==> src/rtl/cpu_pkg.sv <==
// Shared fetch-side types: word width, predictor sentinel, reset PC,
// in-flight metadata and instruction-queue entry layouts, fetch FSM states.
package cpu_pkg;

  localparam int XLEN = 16;

  typedef logic [XLEN-1:0] word_t;

  localparam word_t NO_PRED  = 16'hFFFF;
  localparam word_t RESET_PC = 16'h0000;

  // What the fetch stage remembers about a request until its data returns.
  typedef struct packed {
    word_t pc;
    logic  pred_taken;
    word_t pred_target;
  } fetch_meta_t;

  // One decoded-side queue slot: returned instruction plus its metadata.
  typedef struct packed {
    word_t instr;
    word_t pc;
    logic  pred_taken;
    word_t pred_target;
  } fq_entry_t;

  typedef enum logic [1:0] {
    ST_BOOT   = 2'd0,
    ST_RUN    = 2'd1,
    ST_HALTED = 2'd2
  } fetch_state_e;

endpackage

==> src/rtl/sync_fifo.sv <==
// Single-clock FIFO with synchronous clear. Only pointers and count are reset;
// the storage array holds don't-care data until written.
module sync_fifo #(
  parameter int WIDTH = 8,
  parameter int DEPTH = 4
) (
  input  logic                   clk_i,
  input  logic                   rst_i,
  input  logic                   clr_i,
  input  logic                   push_i,
  input  logic [WIDTH-1:0]       din_i,
  input  logic                   pop_i,
  output logic [WIDTH-1:0]       dout_o,
  output logic [$clog2(DEPTH):0] count_o,
  output logic                   full_o,
  output logic                   empty_o
);

  localparam int AW = $clog2(DEPTH);
  localparam int CW = AW + 1;

  logic [WIDTH-1:0] mem_q [DEPTH];
  logic [AW-1:0]    rd_ptr_q, rd_ptr_d;
  logic [AW-1:0]    wr_ptr_q, wr_ptr_d;
  logic [CW-1:0]    count_q, count_d;
  logic             do_push, do_pop;

  assign empty_o = (count_q == '0);
  assign full_o  = (count_q == CW'(DEPTH));
  assign do_pop  = pop_i && !empty_o;
  // A push into a full FIFO is only honoured when a pop frees a slot this cycle.
  assign do_push = push_i && (!full_o || do_pop);
  assign count_o = count_q;
  assign dout_o  = mem_q[rd_ptr_q];

  always_comb begin
    rd_ptr_d = rd_ptr_q;
    wr_ptr_d = wr_ptr_q;
    count_d  = count_q;
    if (clr_i) begin
      rd_ptr_d = '0;
      wr_ptr_d = '0;
      count_d  = '0;
    end else begin
      if (do_push) wr_ptr_d = wr_ptr_q + AW'(1);
      if (do_pop)  rd_ptr_d = rd_ptr_q + AW'(1);
      count_d = count_q + CW'(do_push) - CW'(do_pop);
    end
  end

  always_ff @(posedge clk_i or posedge rst_i) begin
    if (rst_i) begin
      rd_ptr_q <= '0;
      wr_ptr_q <= '0;
      count_q  <= '0;
    end else begin
      rd_ptr_q <= rd_ptr_d;
      wr_ptr_q <= wr_ptr_d;
      count_q  <= count_d;
    end
  end

  always_ff @(posedge clk_i) begin
    if (do_push && !clr_i) mem_q[wr_ptr_q] <= din_i;
  end

endmodule

==> src/rtl/fetch_unit.sv <==
// Instruction-fetch stage: owns the PC, queries the branch predictor, issues
// in-order memory reads and buffers returned instructions for decode.
module fetch_unit
  import cpu_pkg::*;
#(
  parameter int    DEPTH    = 4,
  parameter word_t RESET_PC = cpu_pkg::RESET_PC,
  parameter word_t NO_PRED  = cpu_pkg::NO_PRED
) (
  input  logic         clk,
  input  logic         reset,
  output logic         pred_request,
  output word_t        pred_pc,
  input  word_t        pred_address,
  output logic         mem_req,
  output word_t        mem_addr,
  input  logic         mem_ready,
  input  logic         mem_rsp_valid,
  input  word_t        mem_rsp_data,
  input  logic         redirect_valid,
  input  word_t        redirect_pc,
  input  logic         halt,
  output logic         dec_valid,
  input  logic         dec_ready,
  output word_t        dec_instr,
  output word_t        dec_pc,
  output logic         dec_pred_taken,
  output word_t        dec_pred_target,
  output fetch_state_e dbg_state
);

  // Handshakes: a request transfers in any cycle where mem_req and mem_ready
  // are both high; a queue head transfers when dec_valid and dec_ready are both
  // high. Valid never waits on ready. mem_rsp_valid has no back-pressure.

  localparam int CW = $clog2(DEPTH) + 1;

  fetch_state_e  state_q, state_d;
  word_t         fetch_pc_q, fetch_pc_d;
  logic [CW-1:0] outstanding_q, outstanding_d;
  logic [CW-1:0] drop_q, drop_d;
  logic [CW-1:0] out_after, drop_after;
  logic [CW+1:0] credits;

  logic          mem_acc, pred_taken;
  logic          rsp_seen, rsp_drop, rsp_keep;
  logic          q_push, q_pop;

  fetch_meta_t   meta_in, meta_out;
  fq_entry_t     q_in, q_head;
  logic [CW-1:0] q_count, m_count;
  logic          q_full, q_empty, m_full, m_empty;
  logic          unused_fifo_flags;

  // Dropped-but-pending responses still hold metadata slots, so they consume
  // credit just like live ones.
  assign credits = (CW+2)'(q_count) + (CW+2)'(outstanding_q) + (CW+2)'(drop_q);

  assign mem_req      = (state_q == ST_RUN) && !halt && (credits < (CW+2)'(DEPTH));
  assign mem_acc      = mem_req && mem_ready;
  assign mem_addr     = fetch_pc_q;
  assign pred_request = mem_req;
  assign pred_pc      = fetch_pc_q;
  assign pred_taken   = (pred_address != NO_PRED);

  // A response with no in-flight metadata is ignored.
  assign rsp_seen = mem_rsp_valid && !m_empty;
  assign rsp_drop = rsp_seen && (drop_q != '0);
  assign rsp_keep = rsp_seen && (drop_q == '0);

  always_comb begin
    meta_in.pc          = fetch_pc_q;
    meta_in.pred_taken  = pred_taken;
    meta_in.pred_target = pred_address;
    q_in.instr          = mem_rsp_data;
    q_in.pc             = meta_out.pc;
    q_in.pred_taken     = meta_out.pred_taken;
    q_in.pred_target    = meta_out.pred_target;
  end

  assign q_push = rsp_keep && !redirect_valid;
  assign q_pop  = dec_valid && dec_ready;

  sync_fifo #(
    .WIDTH($bits(fetch_meta_t)),
    .DEPTH(DEPTH)
  ) u_meta_fifo (
    .clk_i   (clk),
    .rst_i   (reset),
    .clr_i   (1'b0),
    .push_i  (mem_acc),
    .din_i   (meta_in),
    .pop_i   (rsp_seen),
    .dout_o  (meta_out),
    .count_o (m_count),
    .full_o  (m_full),
    .empty_o (m_empty)
  );

  sync_fifo #(
    .WIDTH($bits(fq_entry_t)),
    .DEPTH(DEPTH)
  ) u_instr_queue (
    .clk_i   (clk),
    .rst_i   (reset),
    .clr_i   (redirect_valid),
    .push_i  (q_push),
    .din_i   (q_in),
    .pop_i   (q_pop),
    .dout_o  (q_head),
    .count_o (q_count),
    .full_o  (q_full),
    .empty_o (q_empty)
  );

  assign unused_fifo_flags = ^{m_count, q_full, m_full};

  always_comb begin
    state_d = state_q;
    case (state_q)
      ST_BOOT:   state_d = ST_RUN;
      ST_RUN:    if (halt) state_d = ST_HALTED;
      ST_HALTED: if (!halt) state_d = ST_RUN;
      default:   state_d = ST_BOOT;
    endcase
  end

  always_comb begin
    fetch_pc_d = fetch_pc_q;
    if (redirect_valid) begin
      fetch_pc_d = redirect_pc;
    end else if (mem_acc) begin
      fetch_pc_d = pred_taken ? pred_address : fetch_pc_q + 16'd1;
    end
  end

  // On redirect every live request, including one accepted this cycle,
  // becomes a response to discard.
  always_comb begin
    drop_after    = drop_q - CW'(rsp_drop);
    out_after     = outstanding_q + CW'(mem_acc) - CW'(rsp_keep);
    drop_d        = drop_after;
    outstanding_d = out_after;
    if (redirect_valid) begin
      drop_d        = drop_after + out_after;
      outstanding_d = '0;
    end
  end

  always_ff @(posedge clk or posedge reset) begin
    if (reset) begin
      state_q       <= ST_BOOT;
      fetch_pc_q    <= RESET_PC;
      outstanding_q <= '0;
      drop_q        <= '0;
    end else begin
      state_q       <= state_d;
      fetch_pc_q    <= fetch_pc_d;
      outstanding_q <= outstanding_d;
      drop_q        <= drop_d;
    end
  end

  // Head fields read as zero whenever the queue is empty.
  assign dec_valid       = !q_empty;
  assign dec_instr       = dec_valid ? q_head.instr : '0;
  assign dec_pc          = dec_valid ? q_head.pc : '0;
  assign dec_pred_taken  = dec_valid && q_head.pred_taken;
  assign dec_pred_target = dec_valid ? q_head.pred_target : '0;
  assign dbg_state       = state_q;

endmodule
==> config.mk <==
export PLATFORM = sky130hd
export DESIGN_NAME = fetch_unit
export DESIGN_NICKNAME = d
export VERILOG_FILES = /design/src/rtl/cpu_pkg.sv /design/src/rtl/sync_fifo.sv /design/src/rtl/fetch_unit.sv
export SDC_FILE = /design/constraint.sdc
export NUM_CORES = 1
export LEC_CHECK = 0
export BUFFER_PORTS_ARGS = -buffer_cell sky130_fd_sc_hd__clkbuf_2
export CAP_MARGIN = 20
export CORE_MARGIN = 1
export CORE_UTILIZATION = 35
export CTS_BUF_LIST = sky130_fd_sc_hd__clkbuf_4 sky130_fd_sc_hd__clkbuf_8
export DETAILED_ROUTE_END_ITERATION = 8
export SETUP_SLACK_MARGIN = 0.5
export SYNTH_ARGS = -nofsm -noshare
export SYNTH_HDL_FRONTEND = slang
export SYNTH_HIERARCHICAL = 1
export SYNTH_SLANG_ARGS = --single-unit
==> constraint.sdc <==
create_clock -name clk -period 4.3 [get_ports clk]
set_input_delay 0.43 -clock clk [delete_from_list [all_inputs] [get_ports clk]]
set_output_delay 0.43 -clock clk [all_outputs]
set_load 0.01 [all_outputs]
Word-level counts from Yosys, hierarchy flattened. Memories as Yosys holds them, arrays and structs flattened. Cells that the tools add are included.

Add/sub/neg operators: 15. Muxes and demuxes: 20. Eq/ne operators: 7. Reductions and logical operators: 31. Magnitude comparators: 1.

Operator list (count): 16-bit two-way mux (6); 16-bit by 1-bit adder with 16-bit output, second input constant (1); 16-bit != test, second input constant (1); 1-bit logical AND (14); 2-bit two-way mux (6); 3-bit by 1-bit subtractor with 3-bit output (4); 3-bit by 1-bit adder with 3-bit output (3); 3-bit zero test (3); 3-bit two-way mux (3); 2-bit by 1-bit adder with 2-bit output, second input constant (4); 3-bit == test, second input constant (2); 1-bit zero test (6); 2-bit one-hot mux with 3 select lines (1); 2-bit nonzero test (3); 4-bit by 3-bit adder with 5-bit output (1); 5-bit by 3-bit less-than comparator with 1-bit output, second input constant (1); 3-bit by 3-bit adder with 4-bit output (1); 1-bit two-way mux (4); 2-bit != test, second input constant (2); 3-bit adder (1); 3-bit nonzero test (1); 2-bit by 1-bit == test with 1-bit output, second input constant (1); 2-bit == test, second input constant (1); 2-bit zero test (1); 2 further kinds (3).

Input port bits: 55. Word-level logic and storage cells: 86. Bits in writable memories: 328. Memories: 2. Register bits after elaboration: 38.

Memories: u_instr_queue.mem_q (depth 4, width 49, read ports 1, clocked after Yosys merged registers in 0, write ports 1, line sync_fifo.sv:22) `logic [WIDTH-1:0] mem_q [DEPTH];`; u_meta_fifo.mem_q (depth 4, width 33, read ports 1, clocked after Yosys merged registers in 0, write ports 1, line sync_fifo.sv:22).

Depth between registers and ports, before layout.
Word-level depth: 9. Mapped depth: 19.

Modules after synthesis. The synthesis kept the hierarchy.

By module, submodules not included: sync_fifo (u_instr_queue) (cells each 303, instances 1, area an instance 7573.5 um^2, sequential area each 6060.8 um^2); sync_fifo (u_meta_fifo) (cells each 219, instances 1, area an instance 5260.0 um^2, sequential area each 4139.0 um^2); fetch_unit (cells each 285, instances 1, area an instance 2232.1 um^2, sequential area each 600.6 um^2).

Least setup slack after synthesis. Ideal clock, no wire load.

Path kind: flip-flop to flip-flop. Start point: reg u_instr_queue.count_q[1], in the netlist u_instr_queue/count_o[1]. End point: reg drop_q[2]. Arrival time: 4.417 ns. Library setup time: 0.125 ns. Path slack: -0.242 ns. Required time: 4.175 ns. Stages on the path, launching flop included: 20. Cell sequence: dfrtp_1 -> inv_1 -> fa_1 -> nor2_1 -> fa_1 -> nor4b_1 -> o211ai_1 -> or2_1 -> buf_2 -> buf_1 -> ha_1 -> inv_1 -> ha_1 -> inv_1 -> fa_1 -> inv_1 -> fa_1 -> xnor2_1 -> nand2_1 -> xnor2_1.

Cells in the longest elaborated chain, start to end: 9.

RTL lines: start, declared (line sync_fifo.sv:25) `logic [CW-1:0] count_q, count_d;`; start signal, assigned (line sync_fifo.sv:59) `count_q <= count_d;`; 3-bit by 3-bit adder with 4-bit output (line fetch_unit.sv:57) `assign credits = (CW+2)'(q_count) + (CW+2)'(outstanding_q) + (CW+2)'(drop_q);`; 4-bit by 3-bit adder with 5-bit output (line fetch_unit.sv:57); 5-bit by 3-bit less-than comparator with 1-bit output (line fetch_unit.sv:59) `assign mem_req = (state_q == ST_RUN) && !halt && (credits < (CW+2)'(DEPTH));`; 1-bit logical AND (line fetch_unit.sv:59); 1-bit logical AND (line fetch_unit.sv:60) `assign mem_acc = mem_req && mem_ready;`; 3-bit by 1-bit adder with 3-bit output (line fetch_unit.sv:141) `out_after = outstanding_q + CW'(mem_acc) - CW'(rsp_keep);`; 3-bit by 1-bit subtractor with 3-bit output (line fetch_unit.sv:141); 3-bit adder (line fetch_unit.sv:145) `drop_d = drop_after + out_after;`; 3-bit two-way mux (line fetch_unit.sv:144) `if (redirect_valid) begin`; via drop_d[2] (line fetch_unit.sv:41) `logic [CW-1:0] drop_q, drop_d;`; end signal, assigned (line fetch_unit.sv:160) `drop_q <= drop_d;`; end, declared (line fetch_unit.sv:41).

The timed path passes the listed nets, and every way through them passes these cells. A chain may end at the register's enable or synchronous reset.

Worst setup path in the final report. Same ends and word-level chain as after synthesis.

==> flow_summary.yaml <==
status:
  status: "completed"
power_and_ir_drop:
  switchingPower_w: 0.00187
  p_clk_share_pct: 37.8
  netSwitchingFraction_pct: 23.9
  pwr-share-seq_pct: 53.2
  vdd_drop_max_mv: 0.213
  fin_total_pwr_w: 0.00781
  intPower_w: 0.00594
  powerDensity_mw_per_mm2: 435
  leakage_nw: 6.23
  pwr-share-comb_pct: 8.9
setup_path:
  start_kind: "register"
  crit_buf_inv: 4
  path_class: "reg2reg"
  crit_start: "u_instr_queue/count_o[1]"
  r2r_start: "u_instr_queue/count_o[1]"
  crit_family: "adder cells"
  reg2reg_slack_ps: 290
  critPathMaxFanout: 2
  max_stage_delay_ps: 570
  crit_path_cell_trace: "inv_2 > fa_1 > nor2_2 > fa_1 > nor4b_2 > o211ai_1 > or2_4 > ha_4 > inv_2 > ha_4 > inv_2 > fa_1 > inv_1 > fa_2 > xnor2_1 > nand2_1 > xnor2_1"
  cp_slowest_cell: "fa_1"
  end_kind: "register"
  worstPathArrival_ps: 4500
  cp.required_ps: 4790
floorplan:
  die_area_sq_mm: 0.0438
  ioPinCount: 141
  start_util_pct: 35.7
  dieHeight_microns: 209
  die_w_microns: 209
  rows: 75
  core_sq_mm: 0.0421
worst_hold_path:
  min_from: "redirect_pc[13]"
  min_path_type: "in2reg"
timing:
  drv_slew: 0
  rsz0062_at_grt: "true"
  min_period_ps: 4010
  slew-limit-headroom_pct: 38.0
  setup_tns_ps: 0
  skew_ps: 27.7
  hold_ws_ps: 80.4
  tightestPinTransition_ps: 931
  fmax_mhz: 249
  setup_viol: 0
  finalCritPeriodShare_pct: 93.2
  finalHoldViolCount: 0
placement:
  dp_hpwl_microns: 20200
  io_buffers: 140
  gp_congestion: 0.807
  dpl-instance-area_sq_mm: 0.0164
clocking:
  cts_buffer_depth: 3
  cts_root_buffer: "clkbuf_8"
  cts_num_sinks: 366
  h-tree-depth: 2
  clkSlewWorstSetupHoldPaths_ps: 60
  cts-buffers-inserted: 58
  cts_tree: "built"
  clk_latency_ps: 630
logic_synthesis:
  avgSynthCellArea_sq_um: 18.7
  netlist_area_sq_mm: 0.0151
  syn_inst: 805
  synthesis.nets: 885
  ys.warnings.count: 6
finish:
  seq_area_sq_mm: 0.0108
  stdcell_area_sq_mm: 0.0180
  drive_gt1_share_pct: 37.1
  final_cell_mix: "edfxtp_1 (328), clkbuf_2 (140), mux4_2 (82)"
  areaGrowthSynthToFinish_pct: 19.4
  fin_nets: 1096
  layout_commonest_cell: "edfxtp_1"
  diodes: 0
  n_fill_cell: 3756
  multi_input_area_sq_mm: 0.00385
drt:
  drt-wirelength-per-cell_microns: 20.2
  final_antenna_net_count: 0
  firstDrtPassIters: 5
  drt-initial-drc-count: 409
  drc_errors: 0
  vias_per_cell: 4.92
  drt_wl_total_microns: 32500
  vias: 7891
global_route:
  antenna_found_initial: 0
  grt_pass1_vias: 8343
  grt_max_degree: 51
  grt_remaining_overflow: 0
  grt_pass1_wl_microns: 49500
  grt_usage_pct: 15.1
flow_run:
  maxCapViolCount: 0
power groups by stage:
stage	Combinational, W	Sequential (W)	Clock, W
after floorplan	0.000430	0.00418	0
after global placement	0.000625	0.00422	0
after detailed placement	0.000636	0.00423	0
after CTS	0.000685	0.00416	0.00306
after global routing	0.000782	0.00417	0.00321
final	0.000699	0.00416	0.00296
metrics by stage:
step           instances  utilization [%]  setup WS, ps
2_1_floorplan        805                -           169
3_3_place_gp        1456             38.9           265
3_5_place_dp        1456             38.9           241
4_1_cts             1600             42.5           295
5_1_grt             1605             42.7           105
6_report            1605             42.7           291
cell type report:
cell class                      count  area share, %
Sequential cell                   366           60.1
Multi-Input combinational cell    355           21.4
Timing Repair Buffer              205           7.53
Clock buffer                       90           5.88
Tap cell                          539           3.75
Clock inverter                     20          0.682
Inverter                           30          0.626
worst register-to-register path: stages (launching register included):
cell	delay, ps
dfrtp_2	360
inv_2	40
fa_1	570
nor2_2	50
fa_1	470
nor4b_2	270
o211ai_1	170
or2_4	280
ha_4	220
inv_2	60
ha_4	110
inv_2	30
fa_1	500
inv_1	60
fa_2	330
xnor2_1	130
nand2_1	80
xnor2_1	150
per-layer routing:
layer | part of all wire, % | track usage (%) | wire [microns] | up-vias
met5 | 0 | 0 | 0 | -
met4 | 2.3 | 4.87 | 749 | 0
met3 | 5.3 | 3.49 | 1720 | 56
met2 | 47 | 24.2 | 15300 | 241
met1 | 45 | 20.5 | 14700 | 4021
li1 | - | - | - | 3573
flip-flops by register name, indices dropped and copies added, names as in the netlist:
register,flops
drop_q,3
u_meta_fifo/wr_ptr_q,2
dbg_state,2
u_meta_fifo/mem_q,132
u_instr_queue/mem_q,196
outstanding_q,3
mem_addr,16
u_meta_fifo/count_o,3
u_instr_queue/rd_ptr_q,2
u_instr_queue/wr_ptr_q,2
u_instr_queue/count_o,3
u_meta_fifo/rd_ptr_q,2
path summary, 6_finish.rpt:
check / end / depth (start not counted)
worst max-delay path: drop_q[2] / 17
worst min-delay path: mem_addr[13] / 3
worst max register to register: drop_q[2] / 17
worst min register to register: u_meta_fifo/wr_ptr_q[1] / 2
max in group asynchronous: mem_addr[3] / 4
min in group asynchronous: u_meta_fifo/wr_ptr_q[1] / 3
what timing repair did:
item	CTS	global route
resized for setup	5	4
setup endpoints to repair	64	81
pin swaps	7	1
endpoints found under the hold margin	91	0
setup buffers	4	4
hold buffers	30	0
Power figures use the tool's default switching activity.
